<file path="src/rtl/ls_fetch_sequencer_if.sv">
// Core-facing and program-load bus of the fetch sequencer.
// master: the side that loads the program and supplies pc (core/testbench).
// slave:  the sequencer itself.
interface ls_fetch_sequencer_if #(
    parameter int AW = 5
);
    logic          load_we;
    logic [AW-1:0] load_addr;
    logic [15:0]   load_data;
    logic [15:0]   pc_in;
    logic [15:0]   ins;
    logic          en_in;
    logic          en2;

    modport master (
        output load_we, load_addr, load_data, pc_in,
        input  ins, en_in, en2
    );

    modport slave (
        input  load_we, load_addr, load_data, pc_in,
        output ins, en_in, en2
    );
endinterface

</file>
<file path="src/rtl/ls_fetch_sequencer.sv">
// Instruction fetch/issue controller for the load/store core.
// Holds a loadable program memory, fetches the word at pc_in, registers it
// onto ins and strobes en2 once per instruction under run/step/halt control.
module ls_fetch_sequencer #(
    parameter int          AW          = 5,
    parameter int          EXEC_CYCLES = 2,
    parameter logic [15:0] HALT_WORD   = 16'hFFFF
) (
    input  logic                 clk,
    input  logic                 rst,
    input  logic                 run,
    input  logic                 step,
    ls_fetch_sequencer_if.slave  bus,
    output logic                 busy,
    output logic                 halted,
    output logic                 pc_err,
    output logic [15:0]          instr_count
);
    typedef enum logic [2:0] {
        S_IDLE,
        S_FETCH,
        S_ISSUE,
        S_EXEC,
        S_HALT
    } state_t;

    // Counter is loaded with EXEC_CYCLES-1 so that zero marks the last EXEC cycle.
    localparam logic [3:0] EXEC_LAST = 4'(EXEC_CYCLES - 1);

    state_t      state;
    logic [3:0]  exec_cnt;
    logic        step_flag;
    logic [15:0] mem [2**AW];
    logic [15:0] fetch_word;
    logic        pc_oob;
    logic        load_ok;

    assign fetch_word = mem[bus.pc_in[AW-1:0]];
    assign pc_oob     = |bus.pc_in[15:AW];
    // Writes are only accepted while the core is not executing, so a load can
    // never race a fetch.
    assign load_ok    = (state == S_IDLE) || (state == S_HALT);

    // Program memory write port; contents survive reset.
    always_ff @(posedge clk) begin
        if (bus.load_we && load_ok)
            mem[bus.load_addr] <= bus.load_data;
    end

    // Sequencer FSM; all outputs are registered alongside the state.
    always_ff @(posedge clk or negedge rst) begin
        if (!rst) begin
            state       <= S_IDLE;
            exec_cnt    <= '0;
            step_flag   <= 1'b0;
            bus.ins     <= 16'h0000;
            bus.en_in   <= 1'b0;
            bus.en2     <= 1'b0;
            busy        <= 1'b0;
            halted      <= 1'b0;
            pc_err      <= 1'b0;
            instr_count <= 16'h0000;
        end else begin
            case (state)
                S_IDLE: begin
                    if (run || step) begin
                        state     <= S_FETCH;
                        // run dominates: a simultaneous step does not make this a single-step
                        step_flag <= step && !run;
                        bus.en_in <= 1'b1;
                        busy      <= 1'b1;
                    end
                end
                S_FETCH: begin
                    if (pc_oob || (fetch_word == HALT_WORD)) begin
                        if (pc_oob)
                            pc_err <= 1'b1;
                        state     <= S_HALT;
                        step_flag <= 1'b0;
                        halted    <= 1'b1;
                        bus.en_in <= 1'b0;
                        busy      <= 1'b0;
                    end else begin
                        bus.ins <= fetch_word;
                        bus.en2 <= 1'b1;
                        state   <= S_ISSUE;
                    end
                end
                S_ISSUE: begin
                    bus.en2     <= 1'b0;
                    instr_count <= instr_count + 16'd1;
                    exec_cnt    <= EXEC_LAST;
                    state       <= S_EXEC;
                end
                S_EXEC: begin
                    if (exec_cnt != 4'd0) begin
                        exec_cnt <= exec_cnt - 4'd1;
                    end else if (run && !step_flag) begin
                        state <= S_FETCH;
                    end else begin
                        step_flag <= 1'b0;
                        state     <= S_IDLE;
                        bus.en_in <= 1'b0;
                        busy      <= 1'b0;
                    end
                end
                S_HALT: begin
                    if (!run && !step) begin
                        state  <= S_IDLE;
                        halted <= 1'b0;
                    end
                end
                default: begin
                    state     <= S_IDLE;
                    bus.en_in <= 1'b0;
                    bus.en2   <= 1'b0;
                    busy      <= 1'b0;
                    halted    <= 1'b0;
                end
            endcase
        end
    end
endmodule

</file>
<file path="src/flat_wrapper.sv">
// flat-port wrapper written by rule: the top's interface ports become plain ports
module ls_fetch_sequencer_flat 
#(
    parameter int          AW          = 5,
    parameter int          EXEC_CYCLES = 2,
    parameter logic [15:0] HALT_WORD   = 16'hFFFF
)
  (clk, rst, run, step, busy, halted, pc_err, instr_count, bus_load_we, bus_load_addr, bus_load_data, bus_pc_in, bus_ins, bus_en_in, bus_en2);
  ls_fetch_sequencer_if #(.AW(AW)) bus_i ();
  input  logic clk;
  input  logic rst;
  input  logic run;
  input  logic step;
  output logic busy;
  output logic halted;
  output logic pc_err;
  output logic [15:0] instr_count;
  input wire logic [$bits(bus_i.load_we)-1:0] bus_load_we;
  input wire logic [$bits(bus_i.load_addr)-1:0] bus_load_addr;
  input wire logic [$bits(bus_i.load_data)-1:0] bus_load_data;
  input wire logic [$bits(bus_i.pc_in)-1:0] bus_pc_in;
  output wire logic [$bits(bus_i.ins)-1:0] bus_ins;
  output wire logic [$bits(bus_i.en_in)-1:0] bus_en_in;
  output wire logic [$bits(bus_i.en2)-1:0] bus_en2;
  assign bus_i.load_we = bus_load_we;
  assign bus_i.load_addr = bus_load_addr;
  assign bus_i.load_data = bus_load_data;
  assign bus_i.pc_in = bus_pc_in;
  assign bus_ins = bus_i.ins;
  assign bus_en_in = bus_i.en_in;
  assign bus_en2 = bus_i.en2;
  ls_fetch_sequencer #(.AW(AW), .EXEC_CYCLES(EXEC_CYCLES), .HALT_WORD(HALT_WORD)) u_core (.clk(clk), .rst(rst), .run(run), .step(step), .bus(bus_i), .busy(busy), .halted(halted), .pc_err(pc_err), .instr_count(instr_count));
endmodule
</file>
<file path="config.mk">
export PLATFORM = sky130hd
export DESIGN_NAME = ls_fetch_sequencer_flat
export DESIGN_NICKNAME = d
export VERILOG_FILES = /design/src/rtl/ls_fetch_sequencer_if.sv /design/src/rtl/ls_fetch_sequencer.sv /design/src/flat_wrapper.sv
export SDC_FILE = /design/constraint.sdc
export NUM_CORES = 1
export LEC_CHECK = 0
export BUFFER_PORTS_ARGS = -buffer_cell sky130_fd_sc_hd__buf_4
export CELL_PAD_IN_SITES_DETAIL_PLACEMENT = 0
export CELL_PAD_IN_SITES_GLOBAL_PLACEMENT = 1
export CORE_UTILIZATION = 45
export CTS_CLUSTER_DIAMETER = 120
export DETAILED_ROUTE_END_ITERATION = 10
export HOLD_SLACK_MARGIN = 0.08
export PLACE_DENSITY = 0.78
export SETUP_SLACK_MARGIN = 0.2
export SLEW_MARGIN = 0
export SYNTH_ARGS = -nofsm -noshare
export SYNTH_HDL_FRONTEND = slang
export SYNTH_SLANG_ARGS = --single-unit
</file>
<file path="constraint.sdc">
create_clock -name clk -period 5.29 [get_ports clk]
set_input_delay 0.529 -clock clk [delete_from_list [all_inputs] [get_ports clk]]
set_output_delay 0.529 -clock clk [all_outputs]
set_load 0.03 [all_outputs]
</file>
======== After elaboration in Yosys (flattened, before gate mapping) ========
Memories as Yosys holds them, arrays and structs flattened.
Cells that the tools add are included.
storage, ports and cells
  bits in registers ....................... 44
  input bits .............................. 42
  bits in writable memories ............... 512
  output and inout bits ................... 37
  memories ................................ 1
operators by class
  equal/unequal tests ..................... 12
  bitwise gates (word level) .............. 4
  mux-type cells .......................... 22
  reduce and logical (&&, ||, !) cells .... 26
  $add $sub $neg .......................... 2
memories
  name        depth  bits a word  rd ports  clocked after Yosys merged registers in  wr ports  line                      source
  u_core.mem  32     16           1         0                                        1         ls_fetch_sequencer.sv:33  logic [15:0] mem [2**AW];
operators by type and width
  cell                   number
  $add 16x1->16 const B  1
  $eq 16x16->1 const B   1
  $pmux 3 s5             1
  $mux 3                 4
  $mux 1                 11
  $reduce_or 11->1       1
  $ne 2x2->1 const B     5
  $reduce_and 5->1       2
  $reduce_and 3->1       3
  $pmux 4 s2             1
  $eq 3x2->1 const B     2
  $pmux 1 s3             2
  $reduce_and 2->1       3
  $reduce_or 3->1        2
  $logic_and 1x1->1      4
  $mux 4                 1
  $ne 2x1->1 const B     2
  $not 1->1              4
  $pmux 1 s4             1
  $reduce_bool 4->1      1
  $sub 4x1->4 const B    1
  $eq 3x1->1 const B     1
  $eq 3x3->1 const B     1
  $logic_not 1->1        3
  other kinds (6)        8

======== Longest topological paths before layout ========
Gate-level depths: netlist of run 1.
  word-level depth ........................ 5
  depth in mapped cells ................... 11

======== Least setup slack after synthesis of run 1 ========
Ideal clock, no wire load.
  kind .................................... input-to-reg
  start ................................... input port bus_pc_in[1]
  end ..................................... register u_core.bus.ins[11]
  stages on the path ...................... 11
  data required time ...................... 5,165 ps
  data arrival time ....................... 2,562 ps
  setup slack ............................. 2,603 ps
  path buffers ............................ 4
  path through ............................ buf_4 -> buf_8 -> buf_12 -> mux2i_1 -> a22oi_1 -> nand4_1 -> nor4_2 -> nand4_1 -> o31ai_2 -> buf_6 -> mux2_4
between the ends
  longest elaborated chain between the ends .. 5
RTL lines
  element                     line                         source
  start, declared             flat_wrapper.sv:21           input wire logic [$bits(bus_i.pc_in)-1:0] bus_pc_in;
  $mem_v2 32x16 *             n/a
  $eq 16x16->1                ls_fetch_sequencer.sv:75     if (pc_oob || (fetch_word == HALT_WORD)) begin
  $logic_or 1x1->1            ls_fetch_sequencer.sv:75
  $not 1->1 (no line)         n/a
  $reduce_and 2->1 (no line)  n/a
  end signal, assigned        ls_fetch_sequencer.sv:84     bus.ins <= fetch_word;
  end, declared               ls_fetch_sequencer_if.sv:22  output ins, en_in, en2
Mark *: on every way between the ends. The rest lies on a longest branch, timed or not.
A chain may end at the register's enable or synchronous reset.

======== Worst setup path in the final report of run 1 ========
  start ................................... input port bus_pc_in[1]
  end ..................................... register u_core.bus.ins[13]
The elaborated chain is that of the path after synthesis.

==> run_results.csv, run 1 <==
group,metric,value,unit
outcome,status,"finished clean",
sta,setup_viol,0,
synthesis,synth-seq-cells,556,
clock_tree,cts.sink_count,556,
floorplanning,dieArea,50200,sq um
setup_path,path_max_fanout,74,
clock_tree,ctsHoldBuffers,1,
setup_path,worstPathRequired,5.77,ns
synthesis,yosys-top-cells-count,"edfxtp_1, mux2i_1, a22oi_1",
setup_path,worstSetupPathType,"input pin to flop",
detailed_routing,vias,11900,
grt,globalRouteTotalUtil,21.59,%
clock_tree,clk_pin_slew,0.06,ns
power,powerDensity,368.8,nW/um^2
floorplanning,coreArea,48750,sq um
clock_tree,cts_root_buf,"clkbuf_16",
floorplanning,num_rows,81,
placement,dp_cells,1973,
detailed_routing,drc,0,
setup_path,worstPathArrival,3.88,ns
sta,setup_tns,0,ns
clock_tree,cts_max_level,2,
sta,slew_headroom,17.24,%
detailed_routing,avgRoutedWirePerCell,25.97,microns
grt,overflow,0,
sta,fmax,0.2940,GHz
synthesis,synthCells,1256,
detailed_routing,postRouteAntennaNets,0,
clock_tree,cts_buffer_depth,3,
floorplanning,initial_utilization,45.52,%
grt,grt_pass1_wl,78360,microns
synthesis,syn_nets,1301,
synthesis,syn_area_per_cell,17.67,sq um
placement,dp.final_hpwl,32130,microns
finish,fillers,3849,
sta,fin_hold_ws,0.2354,ns
placement,portBuffers,78,
setup_path,rrSetupSlack,1.97,ns
finish,layout.cells.non_filler,2069,
finish,drive_above_1_share,17.44,%
grt,grt_max_degree,75,
synthesis,yosysWarnings,0,
grt,antenna_found_initial,0,
synthesis,synth_cell_types,49,
synthesis,syn-cell-area,22190,sq um
job,maxCapViolations,0,
sta,hold_viol_final,0,
setup_path,start_kind,"input pin",
sta,final_max_slew_viol_count,0,
clock_tree,numCtsBuffers,54,
synthesis,synthTopCellsByArea,"edfxtp_1, mux2i_1, dfrtp_1",
sta,rsz0062_at_grt,"false",
clock_tree,post_cts_buffers,0,
finish,nets,1411,
floorplanning,die_h,224.1,microns
floorplanning,die_x,224.1,microns
detailed_routing,initialDrtViolationCount,1433,
finish,synthToLayoutAreaGrowth,14.20,%
setup_path,worst_path_max_delay_cell,"buf_12",
clock_tree,tritoncts,"yes",
setup_path,slowest_delay,0.49,ns
detailed_routing,vias_per_cell,5.752,
worst_hold_path,hp-class,"input pin to flop",
setup_path,crit_path_frequent_cell,"nand4_1",
synthesis,async_flop_share,7.914,%
synthesis,yosysMostFrequentCell,"edfxtp_1",
sta,fin_crit_sh,64.29,%
finish,seqCellArea,16480,sq um
placement,placed_cell_area,23560,sq um
synthesis,netlist.area_leader.share,69.29,%
detailed_routing,wl,53740,microns
grt,grt_pass1_vias,11570,
synthesis,yosys_most_used_dff,"edfxtp_1",
placement,routabilityCongestion,0.8207,
finish,multiInputGateArea,5265,sq um
finish,n_antenna_cell,0,
detailed_routing,drt-pass1-iter-count,7,
power,leakage,9.126,nW
finish,fin_area,25340,sq um
synthesis,synth_edf_count,512,
clock_tree,cts_resized,0,
setup_path,crit_chain,"buf_8, buf_12, mux2i_1, a22oi_1, nand4_1, nor2_1, nand4_1, o31ai_4, buf_4, mux2_1",
floorplanning,io_pins,79,
power,vdd_ir_drop_max,0.2553,mV
sta,tightest_slew,1.240,ns
synthesis,yosys.area.top_type,"edfxtp_1",
setup_path,critPathCaptureType,"flop",
sta,skew,0.01856,ns
clock_tree,clk_latency,0.61,ns
sta,period_needed,3.401,ns
synthesis,yosysSeqAreaShare,74.25,%
-- per-layer routing --
metal,routed length [microns],up-vias,GRT usage [%]
li1,-,5232,-
met1,22250,6106,28.89
met2,26180,470,35.56
met3,3958,92,4.565
met4,1355,0,6.253
met5,0,-,0
-- logic make-up (layout without fill, tap and decap cells) --
logic type | after synthesis | count (layout) | share of synthesized area (%)
flip-flops | 556 | 556 | 74.25
XOR/XNOR | 17 | 17 | 0.6710
multiplexers | 273 | 273 | 12.56
AND/OR/NAND/NOR | 184 | 184 | 4.782
AO/OA/AOI/OAI | 147 | 147 | 4.895
buffers and inverters | 76 | 225 | 2.673
adder cells (fa/ha/maj) | 3 | 3 | 0.1692
-- state kept, by name, indices dropped and copies added, names as in the netlist --
signal              flops
u_core.exec_cnt         4
u_core.halted           1
u_core.bus.en2          1
u_core.bus.en_in        1
u_core.mem            512
u_core.pc_err           1
u_core.state            3
u_core.step_flag        1
u_core.instr_count     16
u_core.bus.ins         16
-- where the power goes --
group | internal, W | switching (W)
clock network | 0.00226 | 0.00162
logic | 0.000184 | 0.000371
registers | 0.00486 | 0.0000403
total | 0.00731 | 0.00204
-- layout by cell type (no fill, tap or decap), drive strengths merged, types with 4 or more instances in the layout --
master	Yosys	final
or2	4	4
and3	6	6
nor2	60	60
buf	62	121
dfrtp	44	44
nand2	20	20
and4b	4	4
xnor2	11	11
o21ai	5	5
mux2	13	13
inv	8	12
bufinv	0	8
a22oi	128	128
nor3	5	5
nand3b	4	4
edfxtp	512	512
clkinv	0	20
mux2i	260	260
clkbuf	6	62
nor4b	4	4
a21oi	5	5
nand3	6	6
nor4	11	11
xor2	6	6
nand4	40	40
-- worst max-delay path: cells and delay by family --
kind / cells / cell delay [ns]
AND/OR/NAND/NOR: 3 / 0.90
AO/OA/AOI/OAI: 2 / 0.53
buffers and inverters: 3 / 1.20
multiplexers: 2 / 0.54
-- layout make-up --
class	instances	area share, %
flip-flops and latches	556	65.02
inverters	8	0.1185
clock buffers	62	5.451
repair buffers	122	3.802
well taps	664	3.279
clock inverters	33	1.555
multi-input cells	624	20.78
-- through the flow --
step | setup slack, ns | utilization [%] | power, W
after global routing | 1.774 | 51.98 | 0.009601
after global placement | 1.330 | 48.32 | 0.005536
final | 1.889 | 51.98 | 0.009345
after CTS | 1.938 | 51.98 | 0.009387
after detailed placement | 1.295 | 48.32 | 0.005548
after floorplan | 2.603 | - | 0.005317
-- final timing paths --
| kind | end | cells after the start | startpoint |
|---|---|---|---|
| max in group asynchronous | u_core.instr_count[8] | 2 | rst |
| min in group asynchronous | u_core.halted | 2 | rst |
| worst max register to register | u_core.mem[22][11] | 4 | u_core.state[0] |
| worst min register to register | u_core.pc_err | 1 | u_core.pc_err |
| worst min-delay path | u_core.step_flag | 3 | step |
| worst max-delay path | u_core.bus.ins[13] | 10 | bus_pc_in[1] |
Note: power is estimated with default switching activity, not from simulation.
==> run 2: changes to the inputs <==
clock period = 3.2 ns   (was 5.29 ns; I/O delays follow)
==> run 2 against run 1 <==
- setup slack got worse by 1.4 ns
- critical path type unchanged
- worst hold slack got worse by 0.096 ns
- non-clock buffer count rose by 79
- via count rose by 2.5%
- register-to-register slack got worse by 1.4 ns
- critical path depth rose by 1
- largest power group unchanged
- first-iteration DRC count fell by 14%
==> run_results.csv, run 2 (synthesis results as in run 1) <==
group,metric,value,unit
outcome,status,"finished clean",
sta,fin_hold_ws,0.1395,ns
sta,setup_tns,0,ns
placement,portBuffers,78,
detailed_routing,avgRoutedWirePerCell,25.01,microns
worst_hold_path,min_from,"bus_load_data[14]",
finish,synthToLayoutAreaGrowth,16.97,%
setup_path,r2r-start,"u_core.mem[14][2]",
placement,routabilityCongestion,0.8626,
worst_hold_path,min_path_cells,1,
grt,antenna_found_initial,0,
finish,n_antenna_cell,0,
floorplanning,initial_utilization,45.52,%
sta,fin_crit_sh,84.44,%
sta,setup_ws,0.4981,ns
clock_tree,numCtsBuffers,54,
detailed_routing,vias_per_cell,5.672,
setup_path,critPathCaptureType,"flop",
setup_path,worstPathRequired,3.68,ns
floorplanning,dieArea,50200,sq um
clock_tree,post_cts_buffers,0,
detailed_routing,drt-pass1-iter-count,5,
sta,skew,0.01169,ns
detailed_routing,drc,0,
clock_tree,clk_latency,0.60,ns
detailed_routing,postRouteAntennaNets,0,
grt,overflow,0,
finish,drive_above_1_share,21.45,%
finish,layout_commonest_cell,"edfxtp_1",
power,leakage,9.500,nW
finish,largest_reg_flops,512,
clock_tree,cts.sink_count,556,
setup_path,worstSetupPathType,"input pin to flop",
grt,globalRouteTotalUtil,21.66,%
detailed_routing,initialDrtViolationCount,1236,
clock_tree,clk_pin_slew,0.06,ns
setup_path,start_kind,"input pin",
worst_hold_path,hp-class,"input pin to flop",
power,powerDensity,582.3,nW/um^2
clock_tree,cts_root_buf,"clkbuf_16",
placement,place_ws,-0.07772,ns
setup_path,reg2reg_depth,8,
sta,tightest_slew,1.217,ns
detailed_routing,wl,53800,microns
floorplanning,die_x,224.1,microns
finish,regMostFlops,"u_core.mem",
grt,grt_pass1_wl,78720,microns
sta,fmax,0.3701,GHz
setup_path,path_max_fanout,43,
sta,period_needed,2.702,ns
grt,grt_max_degree,45,
setup_path,worstPathArrival,3.18,ns
floorplanning,io_pins,79,
sta,hold_viol_final,0,
floorplanning,die_h,224.1,microns
power,p_total,0.01511,W
finish,reg_top3,"u_core.mem: 512 flops, u_core.bus.ins: 16 flops, u_core.instr_count: 16 flops",
placement,dp.final_hpwl,33780,microns
finish,nets,1490,
clock_tree,tritoncts,"yes",
clock_tree,cts_max_level,2,
sta,setup_viol,0,
job,maxCapViolations,0,
finish,final_cell_mix,"edfxtp_1, mux2i_1, buf_4",
sta,slew_headroom,18.54,%
sta,rsz0062_at_grt,"false",
detailed_routing,vias,12200,
clock_tree,cts_buffer_depth,3,
setup_path,worstSetupStartpoint,"bus_pc_in[1]",
setup_path,rrSetupSlack,0.56,ns
floorplanning,coreArea,48750,sq um
sta,final_max_slew_viol_count,0,
floorplanning,num_rows,81,
power,vdd_ir_drop_max,0.3942,mV
grt,grt_pass1_vias,12160,
-- run 2: cell count changes in the layout (fill, tap and decap cells not counted), moves of 2 or more --
cell       before  now
buf_12          3   16
nor2_4          4    0
inv_6           3    1
buf_4         117  182
clkinv_2        9   13
bufinv_16       8    3
nor2_2         14   18
clkinv_1        8   14
-- run 2: cell type report --
class	instances	area (sq um)
Clock inverter	34	240.2
Multi-Input combinational cell	624	5245
Fill cell	3801	22790
Timing Repair Buffer	201	1722
Inverter	8	30.03
Clock buffer	64	1410
Tap cell	664	830.8
Sequential cell	556	16480
-- run 2: worst max-delay path, cell delays in order --
cell and delay, ns:
buf_8 0.18, buf_12 0.32, buf_4 0.27, mux2i_1 0.09, a22oi_1 0.19, nand4_1 0.23
nor4_1 0.44, nand4_1 0.26, o31ai_4 0.28, buf_12 0.20, mux2_1 0.33
-- run 2: routing by layer --
metal	global-route usage, %	part of all wire [%]	vias to the layer above
li1	-	-	5396
met1	28.51	41	6225
met2	36.04	48	488
met3	4.656	7.6	91
met4	6.496	2.6	0
met5	0	0	-
-- run 2: metrics by stage --
| step | utilization [%] | instance area, sq um | std cells |
|---|---|---|---|
| floorplan | - | 22190 | 1256 |
| global placement | 49.81 | 24280 | 2051 |
| detailed placement | 49.81 | 24280 | 2051 |
| CTS | 53.24 | 25950 | 2151 |
| global route | 53.24 | 25950 | 2151 |
| finish | 53.24 | 25950 | 2151 |
-- run 2: worst paths after layout --
| check | end |
|---|---|
| min reg2reg | u_core.instr_count[15] |
| max | u_core.bus.ins[12] |
| max reg2reg | u_core.bus.ins[12] |
| min in group asynchronous | u_core.bus.ins[0] |
| max in group asynchronous | u_core.instr_count[12] |
| min | u_core.mem[7][14] |
-- run 2: power breakdown --
part	total [W]	internal (W)	switching (W)
Combinational	0.00106	0.000397	0.000659
Clock	0.00597	0.00337	0.00260
Sequential	0.00809	0.00804	0.0000500
Total	0.0151	0.0118	0.00331
-- run 2: repair_timing --
action | CTS | global route
gates resized for setup | 0 | 0
hold buffers | 2 | 0
hold endpoints to repair | 45 | 0
